--- src/rtl/gbe_pkg.sv ---
// rtl/gbe_pkg.sv - shared constants and state type for the 10GbE transmit path
package gbe_pkg;

   // Words per frame, including the 64-bit payload-counter header; shared with the packetizer
   localparam int FRAME_WORDS_DEF = 1025;

   // Width of one stream word
   localparam int WORD_W = 64;

   typedef enum logic [1:0] {
      ST_IDLE = 2'd0,
      ST_PASS = 2'd1,
      ST_DROP = 2'd2
   } gate_state_t;

endpackage

--- src/rtl/gbe_stat_counter.sv ---
// rtl/gbe_stat_counter.sv - wrapping status counter with priority clear
module gbe_stat_counter #(
   parameter int W = 32
) (
   input  logic         clk,
   input  logic         rst_n,
   input  logic         i_inc,
   input  logic         i_clr,
   output logic [W-1:0] o_count
);

   logic [W-1:0] r_count;

   // Clear beats a same-cycle increment; increment wraps modulo 2^W
   always_ff @(posedge clk or negedge rst_n) begin
      if (!rst_n) begin
         r_count <= '0;
      end else if (i_clr) begin
         r_count <= '0;
      end else if (i_inc) begin
         r_count <= r_count + {{(W-1){1'b0}}, 1'b1};
      end
   end

   assign o_count = r_count;

endmodule

--- src/rtl/gbe_tx_gate.sv ---
// rtl/gbe_tx_gate.sv - whole-frame admission gate between packetizer and 10GbE core
module gbe_tx_gate
   import gbe_pkg::*;
#(
   parameter int FRAME_WORDS = FRAME_WORDS_DEF,
   parameter int CNT_W       = 32,
   parameter int ERR_W       = 16
) (
   input  logic              clk,
   input  logic              rst,
   input  logic              ce,
   input  logic [WORD_W-1:0] tx_data,
   input  logic              tx_valid,
   input  logic              tx_eof,
   input  logic              enable,
   input  logic              clear,
   input  logic              gbe_link_up,
   input  logic              gbe_tx_afull,
   input  logic              gbe_tx_overflow,
   output logic [WORD_W-1:0] gbe_tx_data,
   output logic              gbe_tx_valid,
   output logic              gbe_tx_eof,
   output logic [CNT_W-1:0]  pkt_sent,
   output logic [CNT_W-1:0]  pkt_dropped,
   output logic [ERR_W-1:0]  len_err,
   output logic              overflow_sticky
);

   localparam int            CW      = $clog2(FRAME_WORDS + 1);
   localparam logic [CW-1:0] LP_LAST = CW'(FRAME_WORDS);
   localparam logic [CW-1:0] LP_ONE  = CW'(1);

   gate_state_t       r_state;
   gate_state_t       w_next;
   logic [CW-1:0]     r_wcnt;
   logic [CW-1:0]     w_word_num;
   logic              w_acc;
   logic              w_admit;
   logic              w_last;
   logic              w_fwd;
   logic              w_fwd_eof;
   logic              w_inc_sent;
   logic              w_inc_drop;
   logic              w_inc_len;
   logic [WORD_W-1:0] r_data;
   logic              r_valid;
   logic              r_eof;
   logic              r_ovf;

   // tx_valid is held across ce=0 cycles, so only ce-qualified beats count
   assign w_acc      = ce & tx_valid;
   assign w_admit    = enable & gbe_link_up & ~gbe_tx_afull;
   // 1-based position of the current beat within the frame
   assign w_word_num = (r_state == ST_IDLE) ? LP_ONE : (r_wcnt + LP_ONE);
   assign w_last     = (w_word_num == LP_LAST);

   // State register
   always_ff @(posedge clk or negedge rst) begin
      if (!rst) begin
         r_state <= ST_IDLE;
      end else begin
         r_state <= w_next;
      end
   end

   // Next-state: admission decided once per frame, mid-frame conditions ignored
   always_comb begin
      w_next = r_state;
      if (w_acc) begin
         case (r_state)
            ST_IDLE: begin
               if (tx_eof)       w_next = ST_IDLE;
               else if (!w_admit) w_next = ST_DROP;
               else if (w_last)  w_next = ST_DROP;
               else              w_next = ST_PASS;
            end
            ST_PASS: begin
               if (tx_eof)       w_next = ST_IDLE;
               else if (w_last)  w_next = ST_DROP;
               else              w_next = ST_PASS;
            end
            ST_DROP: begin
               if (tx_eof)       w_next = ST_IDLE;
            end
            default: w_next = ST_IDLE;
         endcase
      end
   end

   // Outputs: forward/terminate decisions and counter strobes for the current beat
   always_comb begin
      w_fwd      = 1'b0;
      w_fwd_eof  = 1'b0;
      w_inc_sent = 1'b0;
      w_inc_drop = 1'b0;
      w_inc_len  = 1'b0;
      if (w_acc && (r_state != ST_DROP)) begin
         w_fwd      = (r_state == ST_PASS) | w_admit;
         w_inc_drop = (r_state == ST_IDLE) & ~w_admit;
         if (w_fwd) begin
            // Early eof, or a forced eof at the length limit, both mark a malformed frame
            w_fwd_eof  = tx_eof | w_last;
            w_inc_sent = tx_eof | w_last;
            w_inc_len  = tx_eof ? ~w_last : w_last;
         end
      end
   end

   // Word counter tracks beats already forwarded in the current frame
   always_ff @(posedge clk or negedge rst) begin
      if (!rst) begin
         r_wcnt <= '0;
      end else if (w_acc) begin
         r_wcnt <= (w_next == ST_PASS) ? w_word_num : '0;
      end
   end

   // Registered core interface; data holds while no word is forwarded
   always_ff @(posedge clk or negedge rst) begin
      if (!rst) begin
         r_data  <= '0;
         r_valid <= 1'b0;
         r_eof   <= 1'b0;
      end else begin
         r_valid <= w_fwd;
         r_eof   <= w_fwd_eof;
         if (w_fwd) begin
            r_data <= tx_data;
         end
      end
   end

   // Overflow sticky: a new overflow pulse outranks a software clear
   always_ff @(posedge clk or negedge rst) begin
      if (!rst) begin
         r_ovf <= 1'b0;
      end else if (gbe_tx_overflow) begin
         r_ovf <= 1'b1;
      end else if (clear) begin
         r_ovf <= 1'b0;
      end
   end

   gbe_stat_counter #(.W(CNT_W)) u_sent (
      .clk     (clk),
      .rst_n   (rst),
      .i_inc   (w_inc_sent),
      .i_clr   (clear),
      .o_count (pkt_sent)
   );

   gbe_stat_counter #(.W(CNT_W)) u_dropped (
      .clk     (clk),
      .rst_n   (rst),
      .i_inc   (w_inc_drop),
      .i_clr   (clear),
      .o_count (pkt_dropped)
   );

   gbe_stat_counter #(.W(ERR_W)) u_len_err (
      .clk     (clk),
      .rst_n   (rst),
      .i_inc   (w_inc_len),
      .i_clr   (clear),
      .o_count (len_err)
   );

   assign gbe_tx_data     = r_data;
   assign gbe_tx_valid    = r_valid;
   assign gbe_tx_eof      = r_eof;
   assign overflow_sticky = r_ovf;

endmodule

--- config.mk ---
export PLATFORM = sky130hd
export DESIGN_NAME = gbe_tx_gate
export DESIGN_NICKNAME = d
export VERILOG_FILES = /design/src/rtl/gbe_pkg.sv /design/src/rtl/gbe_stat_counter.sv /design/src/rtl/gbe_tx_gate.sv
export SDC_FILE = /design/constraint.sdc
export NUM_CORES = 1
export LEC_CHECK = 0
export BUFFER_PORTS_ARGS = -buffer_cell sky130_fd_sc_hd__buf_2
export CORE_MARGIN = 2
export CORE_UTILIZATION = 54
export CTS_BUF_LIST = sky130_fd_sc_hd__clkbuf_4
export DETAILED_ROUTE_END_ITERATION = 16
export PLACE_DENSITY_LB_ADDON = 0.12
export SYNTH_ARGS = -nofsm -noshare
export SYNTH_HDL_FRONTEND = slang
export SYNTH_SLANG_ARGS = --single-unit
export TNS_END_PERCENT = 100
--- constraint.sdc ---
create_clock -name clk -period 3.45 [get_ports clk]
set_input_delay 0.8625 -clock clk [delete_from_list [all_inputs] [get_ports clk]]
set_output_delay 0.8625 -clock clk [all_outputs]
set_load 0.01 [all_outputs]
==> metrics.yaml <==
floorplan:
  core_area_um2: 13300
  rows: 42
  start_util_pct: 55.7
  die_width_um: 121
  die-area_um2: 14700
  die_h_um: 121
  num_io_pins: 221
placed_design:
  place_area_um2: 8770
  place_congestion: 0.882
  port_buffers: 220
  dp_cells: 1065
  dp_hpwl_mm: 13.1
timing:
  finClkSkew_ps: 19.9
  min_period_ps: 3130
  max_freq_ghz: 0.319
  slew_headroom_pct: 46.2
  totalNegativeSetupSlack_ps: 0
  rsz0062_at_grt: "false"
  fin_hold_ws_ps: 302
  fin_crit_sh_pct: 90.9
  final_max_slew_viol_count: 0
  finalHoldViolCount: 0
  worst_pin_slew_ps: 804
  finalSetupViolCount: 0
drt:
  num_vias: 6035
  drt_iter0_markers: 408
  vias_per_cell: 5.50
  dr.pass1.iters: 4
  highest_layer: "met4"
  wirelength_mm: 18.0
  ant_nets: 0
  wl_met3_mm: 1.39
  wl_met2_mm: 8.87
  wl_per_cell_um: 16.4
  post-route-drc-count: 0
  wl_met1_mm: 7.40
power:
  powerDensity_nw_per_um2: 446
  max-vdd-ir-drop_mv: 0.407
  leakagePower_nw: 4.23
flow_run:
  drv_cap: 0
logic_synthesis:
  ys_warn_count: 0
  synth_top_family_by_area: "simple AND/OR/NAND/NOR gates"
  ys.flop_type: "dfrtp_1"
  synth_xor_area_share_pct: 7.53
  synth_nets: 768
  synth_mux_area_share_pct: 9.97
  synth_edf_count: 0
  synth.cell_area_um2: 7440
  synth-compound-area-share_pct: 6.09
  syn-instance-count: 688
  ys_async_sr_fraction_pct: 100
  post_synth_and_or_nand_nor_area_fraction_pct: 18.5
  ys_ff_latch: 160
  yosysUniqueCellTypes: 51
  seq_area_frac_synth_pct: 53.8
  syn_avg_cell_area_um2: 10.8
  synth_fa_ha_area_share_pct: 1.14
worst_setup_path:
  critPathSlowestCell: "dfrtp_2"
  crit_required_ps: 3930
  cp_common_cell: "ha_1"
  crit_type: "flop to flop"
  cp_slowest_stage_delay_ps: 430
  critPathMaxFanout: 7
  critPathLaunchType: "flop"
  cp_data_arrival_time_ps: 3610
  end_kind: "flop"
  path_cells: "ha_1, nand3_2, nor4_2, xor2_1, nand2_1, nand4b_1, ha_1, and3b_1, o31ai_2, inv_2, nand4_1, or3_1, a21oi_1"
  r2r_cells: 13
  reg2reg_slack_ps: 320
cells_and_area:
  drive_above_1_share_pct: 38.0
  fill_cells: 1084
  area_growth_syn_to_layout_pct: 21.6
  fin_nets: 988
  final_cell_mix: "buf_2, dfrtp_1, nor2_1"
  fin_area_um2: 9050
  layout.cells.non_filler: 1098
  final_common_cell: "buf_2"
  post-route-util_pct: 67.8
clock_tree:
  clk_pin_slew_ps: 130
  numCtsBuffers: 17
  cts.sinks: 160
  cts_root_buf: "clkbuf_4"
  tritoncts: "yes"
  worstSkewPairLatency_ps: 570
  hold_buffers: 0
  cts-htree-levels: 4
  clockBufferDepth: 2
grt:
  grt_usage_pct: 25.2
  grt_pass1_vias: 6039
  antenna_found_initial: 1
  gr-total-overflow: 0
  grt_max_degree: 77
  grt_pass1_wl_mm: 29.3
hold_path:
  hold_path_class: "input port to async pin"
status:
  status: "completed"
[area by class of cell]
cell class | count | area, µm² | area share (%)
well taps | 176 | 220 | 2.43
clock buffers | 17 | 128 | 1.41
diodes | 1 | 2.50 | 0.0277
clock inverters | 15 | 114 | 1.26
inverters | 24 | 90.1 | 0.996
flip-flops and latches | 160 | 4010 | 44.3
multi-input cells | 474 | 3270 | 36.2
repair buffers | 231 | 1210 | 13.4
[registers in the layout, summed over array words and instances (netlist names)]
register           flops
gbe_tx_data           64
u_dropped.o_count     32
u_sent.o_count        32
u_len_err.o_count     16
r_wcnt                11
r_state                2
gbe_tx_eof             1
gbe_tx_valid           1
overflow_sticky        1
[critical path, delay by kind of cell, from the launching register on]
kind	cells	cell delay, ps
AO/OA/AOI/OAI	2	270
XOR/XNOR	1	170
adder cells (fa/ha/maj)	2	500
buffers and inverters	1	150
flip-flops	1	430
AND/OR/NAND/NOR	7	1560
[routing by layer]
layer	vias up	track usage (%)
met2	196	41.2
li1	2868	-
met5	-	0
met3	24	8.13
met1	2947	32.1
met4	0	8.12
[final timing paths]
kind | startpoint | endpoint
max in group asynchronous | rst | u_len_err.o_count[9]
hold / removal | rst | u_sent.o_count[17]
min in group clk | gbe_tx_overflow | overflow_sticky
setup reg to reg | r_wcnt[0] | u_sent.o_count[25]
setup / recovery | r_wcnt[0] | u_sent.o_count[25]
hold reg to reg | overflow_sticky | overflow_sticky
[power by group]
part | leakage [nW] | internal, W | switching, W
sequential | 2.14 | 0.00213 | 0.000134
clock | 0.120 | 0.000288 | 0.000685
combinational | 1.97 | 0.000406 | 0.000395
total | 4.23 | 0.00282 | 0.00121
[synth_stat cells (5+ instances only)]
cell type / n / area (µm²)
o31ai_1: 6 / 45.0
mux2_2: 65 / 732
inv_1: 24 / 90.1
dfrtp_1: 160 / 4000
o21ai_0: 28 / 140
or3_1: 19 / 119
buf_2: 8 / 40.0
nand4_1: 21 / 131
nor3_2: 5 / 50.1
clkbuf_1: 20 / 75.1
and3_1: 7 / 43.8
a21oi_1: 22 / 110
nand3_1: 40 / 200
nor3_1: 15 / 75.1
nand2_1: 36 / 135
nor2_1: 74 / 278
and4_1: 5 / 43.8
xor2_1: 20 / 175
xnor2_1: 44 / 385
nor4_1: 15 / 93.8
ha_1: 6 / 75.1
[stage by stage]
stage          setup WS, ps  total power [W]
6_report                315          0.00404
5_1_grt                7.73          0.00426
4_1_cts                 117          0.00409
3_5_place_dp            139          0.00311
3_3_place_gp            239          0.00307
2_1_floorplan           502          0.00268
[what timing repair did]
item | in CTS | in global routing
setup endpoints to repair | 0 | 22
hold endpoints to repair | 0 | 0
resized for setup | 0 | 8
buffers inserted | 0 | 0
[cell families (layout without fill, tap and decap cells)]
logic type / after synthesis / in the layout
DFF: 160 / 160
and+or+nand+nor: 262 / 262
xor gates and xnor gates: 64 / 64
other: 0 / 1
buffers and inverters: 54 / 287
AOI/OAI and AO/OA: 75 / 75
muxes: 66 / 66
adders and majority gates: 7 / 7
No activity file was read; power rests on OpenSTA's default activity.
